### config.mk
export PLATFORM = sky130hd
export DESIGN_NAME = sa_controller_v2
export DESIGN_NICKNAME = d
export VERILOG_FILES = /design/src/rtl/sa_ctrl_pkg.sv /design/src/rtl/sa_instr_fifo.sv /design/src/rtl/sa_controller_v2.sv
export SDC_FILE = /design/constraint.sdc
export NUM_CORES = 1
export LEC_CHECK = 0
export CAP_MARGIN = 5
export CORE_AREA = 2 2 179 181
export CTS_BUF_LIST = sky130_fd_sc_hd__clkbuf_4 sky130_fd_sc_hd__clkbuf_8
export DETAILED_ROUTE_END_ITERATION = 16
export DIE_AREA = 0 0 181 183
export DONT_BUFFER_PORTS = 1
export HOLD_SLACK_MARGIN = 0.06
export PLACE_DENSITY = 0.62
export SLEW_MARGIN = 20
export SYNTH_ARGS = -nofsm -noshare
export SYNTH_HDL_FRONTEND = slang
export SYNTH_SLANG_ARGS = --single-unit
### constraint.sdc
create_clock -name clk -period 4.55 [get_ports clk]
set_clock_uncertainty 0.05 [all_clocks]
set_input_delay 1.365 -clock clk [delete_from_list [all_inputs] [get_ports clk]]
set_output_delay 1.365 -clock clk [all_outputs]
set_load 0.02 [all_outputs]
### src/rtl/sa_ctrl_pkg.sv
// Shared definitions for the systolic-array instruction controller:
// instruction field layout, opcodes, state_signal codes and FSM states.
package sa_ctrl_pkg;

    localparam logic [4:0] OP_NOP       = 5'd0;
    localparam logic [4:0] OP_MAC       = 5'd1;
    localparam logic [4:0] OP_SEND_WT   = 5'd2;
    localparam logic [4:0] OP_STORE_OUT = 5'd3;
    localparam logic [4:0] OP_RECV_INP  = 5'd4;
    localparam logic [4:0] OP_RECV_WT   = 5'd5;
    localparam logic [4:0] OP_TX_OUT    = 5'd6;
    localparam logic [4:0] OP_RST_ACC   = 5'd7;

    localparam int OPC_LSB  = 0;
    localparam int OPC_MSB  = 4;
    localparam int ADDR_LSB = 5;
    localparam int ADDR_MSB = 20;
    localparam int DATA_LSB = 21;
    localparam int DATA_MSB = 52;
    localparam int CNT_LSB  = 53;
    localparam int CNT_MSB  = 60;

    // Only the low FIELD_W instruction bits carry information and are queued.
    localparam int FIELD_W      = CNT_MSB + 1;
    localparam int ADDR_FIELD_W = ADDR_MSB - ADDR_LSB + 1;
    localparam int DATA_FIELD_W = DATA_MSB - DATA_LSB + 1;
    localparam int CNT_FIELD_W  = CNT_MSB - CNT_LSB + 1;

    // Beat counter must hold count (up to 255) as well as MAC_CYCLES-1.
    localparam int BEAT_W = 9;

    localparam logic [1:0] SS_IDLE    = 2'b00;
    localparam logic [1:0] SS_LOAD    = 2'b01;
    localparam logic [1:0] SS_COMPUTE = 2'b10;
    localparam logic [1:0] SS_DRAIN   = 2'b11;

    typedef enum logic {
        S_IDLE = 1'b0,
        S_EXEC = 1'b1
    } fsm_state_t;

    // Number of beats an instruction occupies, minus one (terminal count 0).
    function automatic logic [BEAT_W-1:0] beats_minus_one(
        input logic [4:0]             op,
        input logic [CNT_FIELD_W-1:0] cnt,
        input logic [BEAT_W-1:0]      mac_m1,
        input logic [BEAT_W-1:0]      arr_m1
    );
        logic [BEAT_W-1:0] n;
        n = '0;
        case (op)
            OP_MAC:                 n = mac_m1;
            OP_SEND_WT:             n = arr_m1;
            OP_STORE_OUT, OP_TX_OUT: n = {1'b0, cnt};
            default:                n = '0;
        endcase
        return n;
    endfunction

endpackage

### src/rtl/sa_instr_fifo.sv
// Synchronous instruction queue. Push is ignored when full and pop when
// empty; a simultaneous push and pop leaves occupancy unchanged.
module sa_instr_fifo
    import sa_ctrl_pkg::*;
#(
    parameter int WIDTH = FIELD_W,
    parameter int DEPTH = 4
) (
    input  logic                     clk,
    input  logic                     rst,
    input  logic                     push,
    input  logic [WIDTH-1:0]         wdata,
    input  logic                     pop,
    output logic [WIDTH-1:0]         rdata,
    output logic                     full,
    output logic                     empty,
    output logic [$clog2(DEPTH):0]   count
);

    localparam int PTR_W = $clog2(DEPTH);
    localparam int CNT_W = PTR_W + 1;

    logic [WIDTH-1:0] mem [DEPTH];
    logic [PTR_W-1:0] wr_ptr;
    logic [PTR_W-1:0] rd_ptr;
    logic             do_push;
    logic             do_pop;

    assign do_push = push && !full;
    assign do_pop  = pop && !empty;
    assign full    = (count == CNT_W'(DEPTH));
    assign empty   = (count == '0);
    assign rdata   = mem[rd_ptr];

    // Storage array; contents need no reset since the pointers gate visibility.
    always_ff @(posedge clk) begin
        if (do_push) begin
            mem[wr_ptr] <= wdata;
        end
    end

    // Pointer and occupancy tracking; reset flushes the queue.
    always_ff @(posedge clk) begin
        if (rst) begin
            wr_ptr <= '0;
            rd_ptr <= '0;
            count  <= '0;
        end else begin
            if (do_push) begin
                wr_ptr <= wr_ptr + 1'b1;
            end
            if (do_pop) begin
                rd_ptr <= rd_ptr + 1'b1;
            end
            count <= count + CNT_W'(do_push) - CNT_W'(do_pop);
        end
    end

endmodule

### src/rtl/sa_controller_v2.sv
// Systolic-array instruction controller: queues instructions and sequences
// each one as a run of registered buffer/array/accumulator strobes.
//
// state  | meaning
// S_IDLE | no instruction held; pops the queue head when one is present
// S_EXEC | holding an instruction; beats_left counts down to its last beat
//
// Outputs are registered one cycle behind the FSM, so the beat held after
// the pop edge appears on the outputs after the following edge.
module sa_controller_v2
    import sa_ctrl_pkg::*;
#(
    parameter int INSTR_W    = 64,
    parameter int ADDR_W     = 14,
    parameter int DATA_W     = 32,
    parameter int OUT_ADDR_W = 4,
    parameter int ARRAY_N    = 4,
    parameter int MAC_CYCLES = 2 * ARRAY_N - 1,
    parameter int FIFO_DEPTH = 4
) (
    input  logic                  clk,
    input  logic                  rst,
    input  logic                  instr_valid,
    output logic                  instr_ready,
    input  logic [INSTR_W-1:0]    instruction,
    output logic                  inp_buf_we,
    output logic [ADDR_W-1:0]     inp_buf_addr,
    output logic [DATA_W-1:0]     inp_buf_data,
    output logic                  wt_buf_we,
    output logic [ADDR_W-1:0]     wt_buf_addr,
    output logic [DATA_W-1:0]     wt_buf_data,
    output logic                  wt_send,
    output logic                  mac_en,
    output logic                  acc_result_to_op_buf,
    output logic [OUT_ADDR_W-1:0] acc_to_op_buf_addr,
    output logic                  op_buffer_instr_for_sending_data,
    output logic [OUT_ADDR_W-1:0] out_buf_addr,
    output logic                  instr_for_accum_to_reset,
    output logic [1:0]            state_signal,
    output logic                  i_mode,
    output logic                  busy,
    output logic                  illegal_op
);

    localparam int CNT_W = $clog2(FIFO_DEPTH) + 1;
    localparam logic [BEAT_W-1:0] MAC_M1 = BEAT_W'(MAC_CYCLES - 1);
    localparam logic [BEAT_W-1:0] ARR_M1 = BEAT_W'(ARRAY_N - 1);

    logic                     push;
    logic                     pop;
    logic [FIELD_W-1:0]       fifo_rdata;
    logic                     fifo_full;
    logic                     fifo_empty;
    logic [CNT_W-1:0]         fifo_count;
    logic [CNT_W-1:0]         count_n;

    logic [4:0]               hd_op;
    logic [ADDR_FIELD_W-1:0]  hd_addr;
    logic [DATA_FIELD_W-1:0]  hd_data;
    logic [CNT_FIELD_W-1:0]   hd_cnt;
    logic                     instr_unused;
    logic                     head_unused;

    fsm_state_t               state_q;
    fsm_state_t               state_n;
    logic [4:0]               cur_op;
    logic [4:0]               op_n;
    logic [ADDR_W-1:0]        cur_addr;
    logic [ADDR_W-1:0]        addr_n;
    logic [DATA_W-1:0]        cur_data;
    logic [DATA_W-1:0]        data_n;
    logic [BEAT_W-1:0]        beats_left;
    logic [BEAT_W-1:0]        beats_n;
    logic [OUT_ADDR_W-1:0]    beat_addr;
    logic [OUT_ADDR_W-1:0]    beat_addr_n;
    logic                     last_beat;

    logic                     inp_we_n;
    logic [ADDR_W-1:0]        inp_addr_n;
    logic [DATA_W-1:0]        inp_data_n;
    logic                     wt_we_n;
    logic [ADDR_W-1:0]        wt_addr_n;
    logic [DATA_W-1:0]        wt_data_n;
    logic                     wt_send_n;
    logic                     mac_en_n;
    logic                     acc_n;
    logic [OUT_ADDR_W-1:0]    acc_addr_n;
    logic                     tx_n;
    logic [OUT_ADDR_W-1:0]    out_addr_n;
    logic                     clr_n;
    logic [1:0]               ss_n;
    logic                     i_mode_n;
    logic                     busy_n;
    logic                     ready_n;
    logic                     illegal_n;

    // instr_ready always equals !full, so this is a plain handshake.
    assign push    = instr_valid && instr_ready && !fifo_full;
    assign count_n = fifo_count + CNT_W'(push) - CNT_W'(pop);

    assign hd_op   = fifo_rdata[OPC_MSB:OPC_LSB];
    assign hd_addr = fifo_rdata[ADDR_MSB:ADDR_LSB];
    assign hd_data = fifo_rdata[DATA_MSB:DATA_LSB];
    assign hd_cnt  = fifo_rdata[CNT_MSB:CNT_LSB];

    // Instruction bits above the count field and head bits beyond the
    // configured address/data widths carry nothing the controller needs.
    assign instr_unused = ^instruction;
    assign head_unused  = ^{hd_addr, hd_data};

    sa_instr_fifo #(
        .WIDTH (FIELD_W),
        .DEPTH (FIFO_DEPTH)
    ) u_fifo (
        .clk   (clk),
        .rst   (rst),
        .push  (push),
        .wdata (instruction[FIELD_W-1:0]),
        .pop   (pop),
        .rdata (fifo_rdata),
        .full  (fifo_full),
        .empty (fifo_empty),
        .count (fifo_count)
    );

    // Sequencer next state: pop on idle or on the last beat so issue is gapless.
    always_comb begin
        last_beat   = (state_q == S_EXEC) && (beats_left == '0);
        pop         = !fifo_empty && ((state_q == S_IDLE) || last_beat);
        state_n     = state_q;
        op_n        = cur_op;
        addr_n      = cur_addr;
        data_n      = cur_data;
        beats_n     = beats_left;
        beat_addr_n = beat_addr;
        if (pop) begin
            state_n     = S_EXEC;
            op_n        = hd_op;
            addr_n      = hd_addr[ADDR_W-1:0];
            data_n      = hd_data[DATA_W-1:0];
            beats_n     = beats_minus_one(hd_op, hd_cnt, MAC_M1, ARR_M1);
            beat_addr_n = hd_addr[OUT_ADDR_W-1:0];
        end else if (last_beat) begin
            state_n = S_IDLE;
        end else if (state_q == S_EXEC) begin
            beats_n     = beats_left - 1'b1;
            beat_addr_n = beat_addr + 1'b1;
        end
    end

    // Sequencer registers.
    always_ff @(posedge clk) begin
        if (rst) begin
            state_q    <= S_IDLE;
            cur_op     <= OP_NOP;
            cur_addr   <= '0;
            cur_data   <= '0;
            beats_left <= '0;
            beat_addr  <= '0;
        end else begin
            state_q    <= state_n;
            cur_op     <= op_n;
            cur_addr   <= addr_n;
            cur_data   <= data_n;
            beats_left <= beats_n;
            beat_addr  <= beat_addr_n;
        end
    end

    // Decode the held beat into next output values; addresses/data and
    // i_mode hold unless the beat drives them.
    always_comb begin
        inp_we_n   = 1'b0;
        inp_addr_n = inp_buf_addr;
        inp_data_n = inp_buf_data;
        wt_we_n    = 1'b0;
        wt_addr_n  = wt_buf_addr;
        wt_data_n  = wt_buf_data;
        wt_send_n  = 1'b0;
        mac_en_n   = 1'b0;
        acc_n      = 1'b0;
        acc_addr_n = acc_to_op_buf_addr;
        tx_n       = 1'b0;
        out_addr_n = out_buf_addr;
        clr_n      = 1'b0;
        ss_n       = SS_IDLE;
        i_mode_n   = i_mode;
        illegal_n  = illegal_op;
        if (state_q == S_EXEC) begin
            case (cur_op)
                OP_NOP: begin
                end
                OP_MAC: begin
                    mac_en_n = 1'b1;
                    ss_n     = SS_COMPUTE;
                    i_mode_n = 1'b0;
                end
                OP_SEND_WT: begin
                    wt_send_n = 1'b1;
                    ss_n      = SS_LOAD;
                    i_mode_n  = 1'b1;
                end
                OP_STORE_OUT: begin
                    acc_n      = 1'b1;
                    acc_addr_n = beat_addr;
                    ss_n       = SS_DRAIN;
                end
                OP_RECV_INP: begin
                    inp_we_n   = 1'b1;
                    inp_addr_n = cur_addr;
                    inp_data_n = cur_data;
                end
                OP_RECV_WT: begin
                    wt_we_n   = 1'b1;
                    wt_addr_n = cur_addr;
                    wt_data_n = cur_data;
                end
                OP_TX_OUT: begin
                    tx_n       = 1'b1;
                    out_addr_n = beat_addr;
                    ss_n       = SS_DRAIN;
                end
                OP_RST_ACC: begin
                    clr_n = 1'b1;
                end
                default: begin
                    illegal_n = 1'b1;
                end
            endcase
        end
        // Busy covers queued work, a held beat, and a beat still being presented.
        busy_n  = (state_q == S_EXEC) || (state_n == S_EXEC) || (count_n != '0);
        ready_n = (count_n != CNT_W'(FIFO_DEPTH));
    end

    // Registered outputs; reset aborts any beat in flight.
    always_ff @(posedge clk) begin
        if (rst) begin
            instr_ready                     <= 1'b1;
            inp_buf_we                      <= 1'b0;
            inp_buf_addr                    <= '0;
            inp_buf_data                    <= '0;
            wt_buf_we                       <= 1'b0;
            wt_buf_addr                     <= '0;
            wt_buf_data                     <= '0;
            wt_send                         <= 1'b0;
            mac_en                          <= 1'b0;
            acc_result_to_op_buf            <= 1'b0;
            acc_to_op_buf_addr              <= '0;
            op_buffer_instr_for_sending_data <= 1'b0;
            out_buf_addr                    <= '0;
            instr_for_accum_to_reset        <= 1'b0;
            state_signal                    <= SS_IDLE;
            i_mode                          <= 1'b0;
            busy                            <= 1'b0;
            illegal_op                      <= 1'b0;
        end else begin
            instr_ready                     <= ready_n;
            inp_buf_we                      <= inp_we_n;
            inp_buf_addr                    <= inp_addr_n;
            inp_buf_data                    <= inp_data_n;
            wt_buf_we                       <= wt_we_n;
            wt_buf_addr                     <= wt_addr_n;
            wt_buf_data                     <= wt_data_n;
            wt_send                         <= wt_send_n;
            mac_en                          <= mac_en_n;
            acc_result_to_op_buf            <= acc_n;
            acc_to_op_buf_addr              <= acc_addr_n;
            op_buffer_instr_for_sending_data <= tx_n;
            out_buf_addr                    <= out_addr_n;
            instr_for_accum_to_reset        <= clr_n;
            state_signal                    <= ss_n;
            i_mode                          <= i_mode_n;
            busy                            <= busy_n;
            illegal_op                      <= illegal_n;
        end
    end

endmodule

==> flow_summary.toml, run 1 <==
[critical_path]
worst-path-max-fanout = 57
critPathLaunch = "beats_left[0]"
r2r_end = "u_fifo.count[1]"
end_kind = "register"
worstReg2RegStart = "beats_left[0]"
crit_path_end = "u_fifo.count[1]"
cp.arrival_ps = 3480
r2r_slack_ps = 1490
crit_type = "register to register"
worstRegToRegCells = 12
startpoint_type = "register"
cp.required_ps = 4970

[cts]
root_buffer = "clkbuf_8"
postCtsHoldBufs = 0
cts_resized = 0
tritoncts = "done"
clk_pin_slew_worst_paths_ps = 60
clockBufferDepth = 3
htreeDepth = 3
clock-sinks = 423
cts_inserted_buffers = 68
clk_latency_ps = 570
postCtsSetupBuffers = 0

[flow_run]
maxCapViolations = 0

[route]
viasPerCell = 5.478
wl_um = 33390
route.detailed.drc = 0
dr.pass1.iters = 5
ant_nets = 0
routedWlPerCell_um = 20.40
num_vias = 8967
drt_iter0_markers = 577

[pwr]
power_density_mw_per_mm2 = 620.6
leakagePower_uw = 0.005641
power.total_uw = 10690
ir_drop_v = 0.0003074

[timing]
drv_slew = 0
setup_violations = 0
max_clock_freq_ghz = 0.3271
max_slew_margin_pct = 36.70
setup_tns_ps = 0
worst_pin_slew_ps = 947.3
fin_crit_sh_pct = 67.19
hold_viol_final = 0
final.min_clock_period_ps = 3057
rsz0062_at_grt = "false"

[placed_design]
post-place-cells = 1515
post_dp_cell_area_sq_mm = 0.01582
dp_hpwl_um = 19420
gp_congestion = 0.7774
port_buffers = 0

[logic_synthesis]
synthesis.area_sq_mm = 0.01542
synth_top_area_share_pct = 45.96
synth_edf_count = 236
yosys.area.top_type = "edfxtp_1"
ys_seq_area_share_pct = 70.23
ys_ff_latch = 423
synth_fp_nets = 1248
synth_flop_cell = "edfxtp_1"
yosys_warnings = 0
netlist_instances = 1168
synthArstFlopShare_pct = 0
post_synth.cell_area_avg_sq_um = 13.20
yosys-top-cells-count = "nand2_1 (304), edfxtp_1 (236), dfxtp_1 (187), a21oi_1 (161), mux4_2 (59)"
ys_types = 51
synthTopCellsByArea = "edfxtp_1 (46%), dfxtp_1 (24%), mux4_2 (8.6%), nand2_1 (7.4%), a21oi_1 (5.2%)"
synth_most_common_cell = "nand2_1"

[die]
core_sq_mm = 0.03123
die_w_um = 181
rows = 65
io_pins = 180
dieArea_sq_mm = 0.03312
initial_core_util_pct = 49.38
fp.dieH_um = 183

[grt]
grt_pass1_vias = 9012
grt_start_max_net_pins = 184
grt_usage_pct = 20.33
grt-ovfl-total = 0
grt_pass1_wl_um = 51720
antenna_found_initial = 0

[finish]
n_fill_cell = 2669
fin_nets = 1263
area_delta_synth_final_pct = 11.68
final_cell_area_sq_mm = 0.01722
drive_gt1_share_pct = 16.92
n_antenna_cell = 0
instances_no_fill = 1637

[status]
outcome = "finished, final reports clean"

[hold_path]
hp-class = "register to register"
==> routing by layer <==
metal	global-route usage [%]	part of all wire, %
met5	0	0
met4	6.927	2.2
met3	5.103	7.0
met1	27.61	44
met2	32.32	47
==> kinds of logic after synthesis <==
group / Yosys count / share of synthesized area (%)
adders and majority gates: 13 / 1.152
xor gates and xnor gates: 10 / 0.5679
muxes: 61 / 8.746
buffers and inverters: 83 / 2.231
DFF: 423 / 70.23
and+or+nand+nor: 385 / 10.35
AOI/OAI and AO/OA: 193 / 6.718
==> registers in the layout (all words and copies together), names as in the netlist, 9 cells and up, named ones only <==
| name | count |
|---|---|
| beats_left | 9 |
| inp_buf_addr | 14 |
| u_fifo.mem | 236 |
| cur_data | 32 |
| inp_buf_data | 32 |
| wt_buf_addr | 14 |
| wt_buf_data | 32 |
| cur_addr | 14 |
==> cells in the final DEF (no fill, tap or decap), types with 3 or more instances in the layout <==
master      count
nand2_1       303
edfxtp_1      236
dfxtp_1       185
a21oi_1       161
clkbuf_8       77
mux4_2         59
clkbuf_4       30
nor2_1         27
nand3_1        15
inv_1          12
ha_1           11
buf_4          10
xor2_1          6
o21ai_0         6
a31oi_1         5
nor3_1          5
clkinv_2        5
or3_1           4
o21ai_1         4
and2_4          4
xnor2_1         4
a32oi_1         4
clkinv_1        4
buf_12          4
nor3b_1         3
clkinvlp_4      3
==> cell type report <==
cell class / count / area [sq um] / area share, %
clock buffer: 107 / 1285 / 7.461
timing repair buffer: 14 / 155.1 / 0.9009
multi-input combinational: 662 / 4275 / 24.83
clock inverter: 15 / 112.6 / 0.6539
inverter: 14 / 52.55 / 0.3051
sequential: 423 / 10840 / 62.93
tap: 402 / 503.0 / 2.921
==> report_power, final <==
part           internal (uW)  switching (uW)
logic                    934            1400
registers               4630             448
clock network           1860            1430
total                   7420            3270
==> per-stage QoR <==
step | hold WS (ps) | setup slack [ps] | util (%)
after floorplan | 391.1 | 792.9 | -
after global placement | 395.2 | 1169 | 50.66
after detailed placement | 407.3 | 1157 | 50.66
after CTS | 415.2 | 1486 | 55.13
after global routing | 431.7 | 1288 | 55.14
final | 415.4 | 1493 | 55.14
==> critical path, cell delays in order, from the launching register on <==
cell	delay, ps
dfxtp_1	320
inv_1	140
ha_1	160
or4b_1	480
o21ai_1	250
nand2_2	100
buf_4	380
inv_2	130
ha_1	230
inv_1	50
ha_1	150
fa_1	400
nor2b_1	130
==> how the worst min path moves through the flow <==
stage | from | endpoint | slack (ps) | cells past startpoint
2_1_floorplan | beats_left[8] | beats_left[8] | 390 | 1
3_3_place_gp | cur_op[3] | cur_op[3] | 400 | 2
3_5_place_dp | cur_addr[1] | inp_buf_addr[1] | 410 | 2
4_1_cts | cur_op[4] | cur_op[4] | 420 | 2
5_1_grt | cur_addr[1] | inp_buf_addr[1] | 430 | 2
6_report | cur_addr[10] | inp_buf_addr[10] | 420 | 2
Note: power is estimated with default switching activity, not from simulation.
==> run 2: changes to the inputs <==
==> constraint.sdc (replaced) <==
create_clock -name clk -period 2.85 [get_ports clk]
set_clock_uncertainty 0.05 [all_clocks]
set_input_delay 0.855 -clock clk [delete_from_list [all_inputs] [get_ports clk]]
set_output_delay 0.855 -clock clk [all_outputs]
set_load 0.02 [all_outputs]
==> flow_summary.toml, run 2 (same netlist as run 1, synthesis figures left out) <==
[status]
outcome = "finished, final reports clean"

[critical_path]
critPathLaunch = "beats_left[0]"
startpoint_type = "register"
worstRegToRegCells = 11
crit_type = "register to register"
worstReg2RegStart = "beats_left[0]"
worstPathCellList = "inv_4 > ha_4 > or4b_4 > o21ai_4 > nand2_2 > inv_2 > ha_4 > inv_2 > ha_4 > fa_2 > or4_1"
worst-path-max-fanout = 2
cp.arrival_ps = 3180
r2r_end = "instr_ready"
end_kind = "register"
cp.required_ps = 3230
cpMostUsedCell = "ha_4"
max_stage_delay_ps = 490
cp_slowest_cell = "or4b_4"
r2r_slack_ps = 50

[cts]
tritoncts = "done"
htreeDepth = 3
root_buffer = "clkbuf_8"
postCtsHoldBufs = 0
clk_pin_slew_worst_paths_ps = 60
clock-sinks = 423
cts_inserted_buffers = 68
clockBufferDepth = 3
clk_latency_ps = 560

[timing]
setup_violations = 0
max_slew_margin_pct = 34.25
max_clock_freq_ghz = 0.3570
hold_viol_final = 0
finalWorstSetupSlack_ps = 48.60
whs_ps = 318.6
worst_pin_slew_ps = 986.3
rsz0062_at_grt = "true"
fin_crit_sh_pct = 98.29
final.min_clock_period_ps = 2801
drv_slew = 0

[finish]
area_delta_synth_final_pct = 13.79
multi_input_area_sq_mm = 0.004342
fin_nets = 1283
layout_commonest_cell = "nand2_1"
regMostFlops = "u_fifo.mem"
largest_reg_flops = 236
n_fill_cell = 2613
fin_util_pct = 56.19
drive_gt1_share_pct = 19.41
n_antenna_cell = 0
final_cell_mix = "nand2_1 (303), edfxtp_1 (236), dfxtp_1 (183)"
instances_no_fill = 1659
ff_latch_area_sq_mm = 0.01084

[route]
drt_iter0_markers = 432
viasPerCell = 5.400
route.detailed.drc = 0
ant_nets = 0
routedWlPerCell_um = 19.75
wl_um = 32770
dr.pass1.iters = 5
num_vias = 8959

[die]
io_pins = 180
fp.dieH_um = 183
dieArea_sq_mm = 0.03312
core_sq_mm = 0.03123
initial_core_util_pct = 49.38
rows = 65
die_w_um = 181

[grt]
grt_start_max_net_pins = 184
antenna_found_initial = 0
grt_pass1_wl_um = 51360
grt_usage_pct = 20.07
grt-ovfl-total = 0
grt_pass1_vias = 9133

[placed_design]
pre_cts_slack_ps = -73.51
gp_congestion = 0.7862
post-place-cells = 1534
dp_hpwl_um = 19820
port_buffers = 0

[hold_path]
hp-class = "input port to register"
min_to = "wt_buf_we"
min-delay-start = "rst"
min_path_cells = 1

[pwr]
power.total_uw = 17490
ir_drop_v = 0.0005148
power_density_mw_per_mm2 = 996.7
leakagePower_uw = 0.005793

[flow_run]
maxCapViolations = 0
[run 2: cell types whose count changed in the layout (fill, tap and decap cells not counted), moves of 2 or more]
cell,before,now
ha_1,11,8
clkinv_2,5,9
ha_4,0,3
inv_1,12,9
buf_4,10,24
dfxtp_1,185,183
inv_2,2,4
bufinv_16,1,3
clkbuf_8,77,74
buf_12,4,9
[run 2: metal layers]
metal  vias to the layer above  wire length [um]  part of all wire (%)  global-route usage (%)
met5                         -                 0                     0                       0
met4                         0               574                   1.8                   6.439
met3                        46              2396                   7.3                   5.917
met2                       240             15100                    46                   31.94
met1                      4399             14700                    45                   26.77
li1                       4274                 -                     -                       -
[run 2: metrics by stage]
| stage | TNS, ps | instance area, sq um |
|---|---|---|
| 2_1_floorplan | -259.5 | 15500 |
| 3_3_place_gp | -28.40 | 16080 |
| 3_5_place_dp | -140.5 | 16080 |
| 4_1_cts | 0 | 17510 |
| 5_1_grt | -116.3 | 17550 |
| 6_report | 0 | 17550 |
[run 2: layout make-up]
type | instances | area share [%]
Tap cell | 402 | 2.866
Inverter | 14 | 0.3137
Multi-Input combinational cell | 662 | 24.74
Sequential cell | 423 | 61.79
Clock buffer | 104 | 7.087
Clock inverter | 20 | 1.062
Timing Repair Buffer | 34 | 2.139
[run 2: repair_timing]
action	in CTS	in global routing
setup endpoints to repair	6	11
resized for setup	1	8
pin swaps	1	5
buffers inserted	0	1
gates cloned	0	0
[run 2: how the worst max path moves through the flow]
stage / to / slack, ps
after detailed placement: u_fifo.count[1] / -70
after global routing: busy / -40
after global placement: u_fifo.count[1] / -30
final: instr_ready / 50
after CTS: instr_ready / 0.9
after floorplan: instr_ready / -240
[run 2: critical path, delay by kind of cell, from the launching register on]
kind | cells | cell delay, ps
AO/OA/AOI/OAI | 1 | 190
adder cells (fa/ha/maj) | 4 | 840
buffers and inverters | 3 | 190
flip-flops | 1 | 350
AND/OR/NAND/NOR | 3 | 1050
[run 2: report_power, final]
part	switching [uW]	internal (uW)	total, uW
clock network	2280	3070	5360
registers	643	7390	8030
logic	2360	1740	4100
total	5290	12200	17500
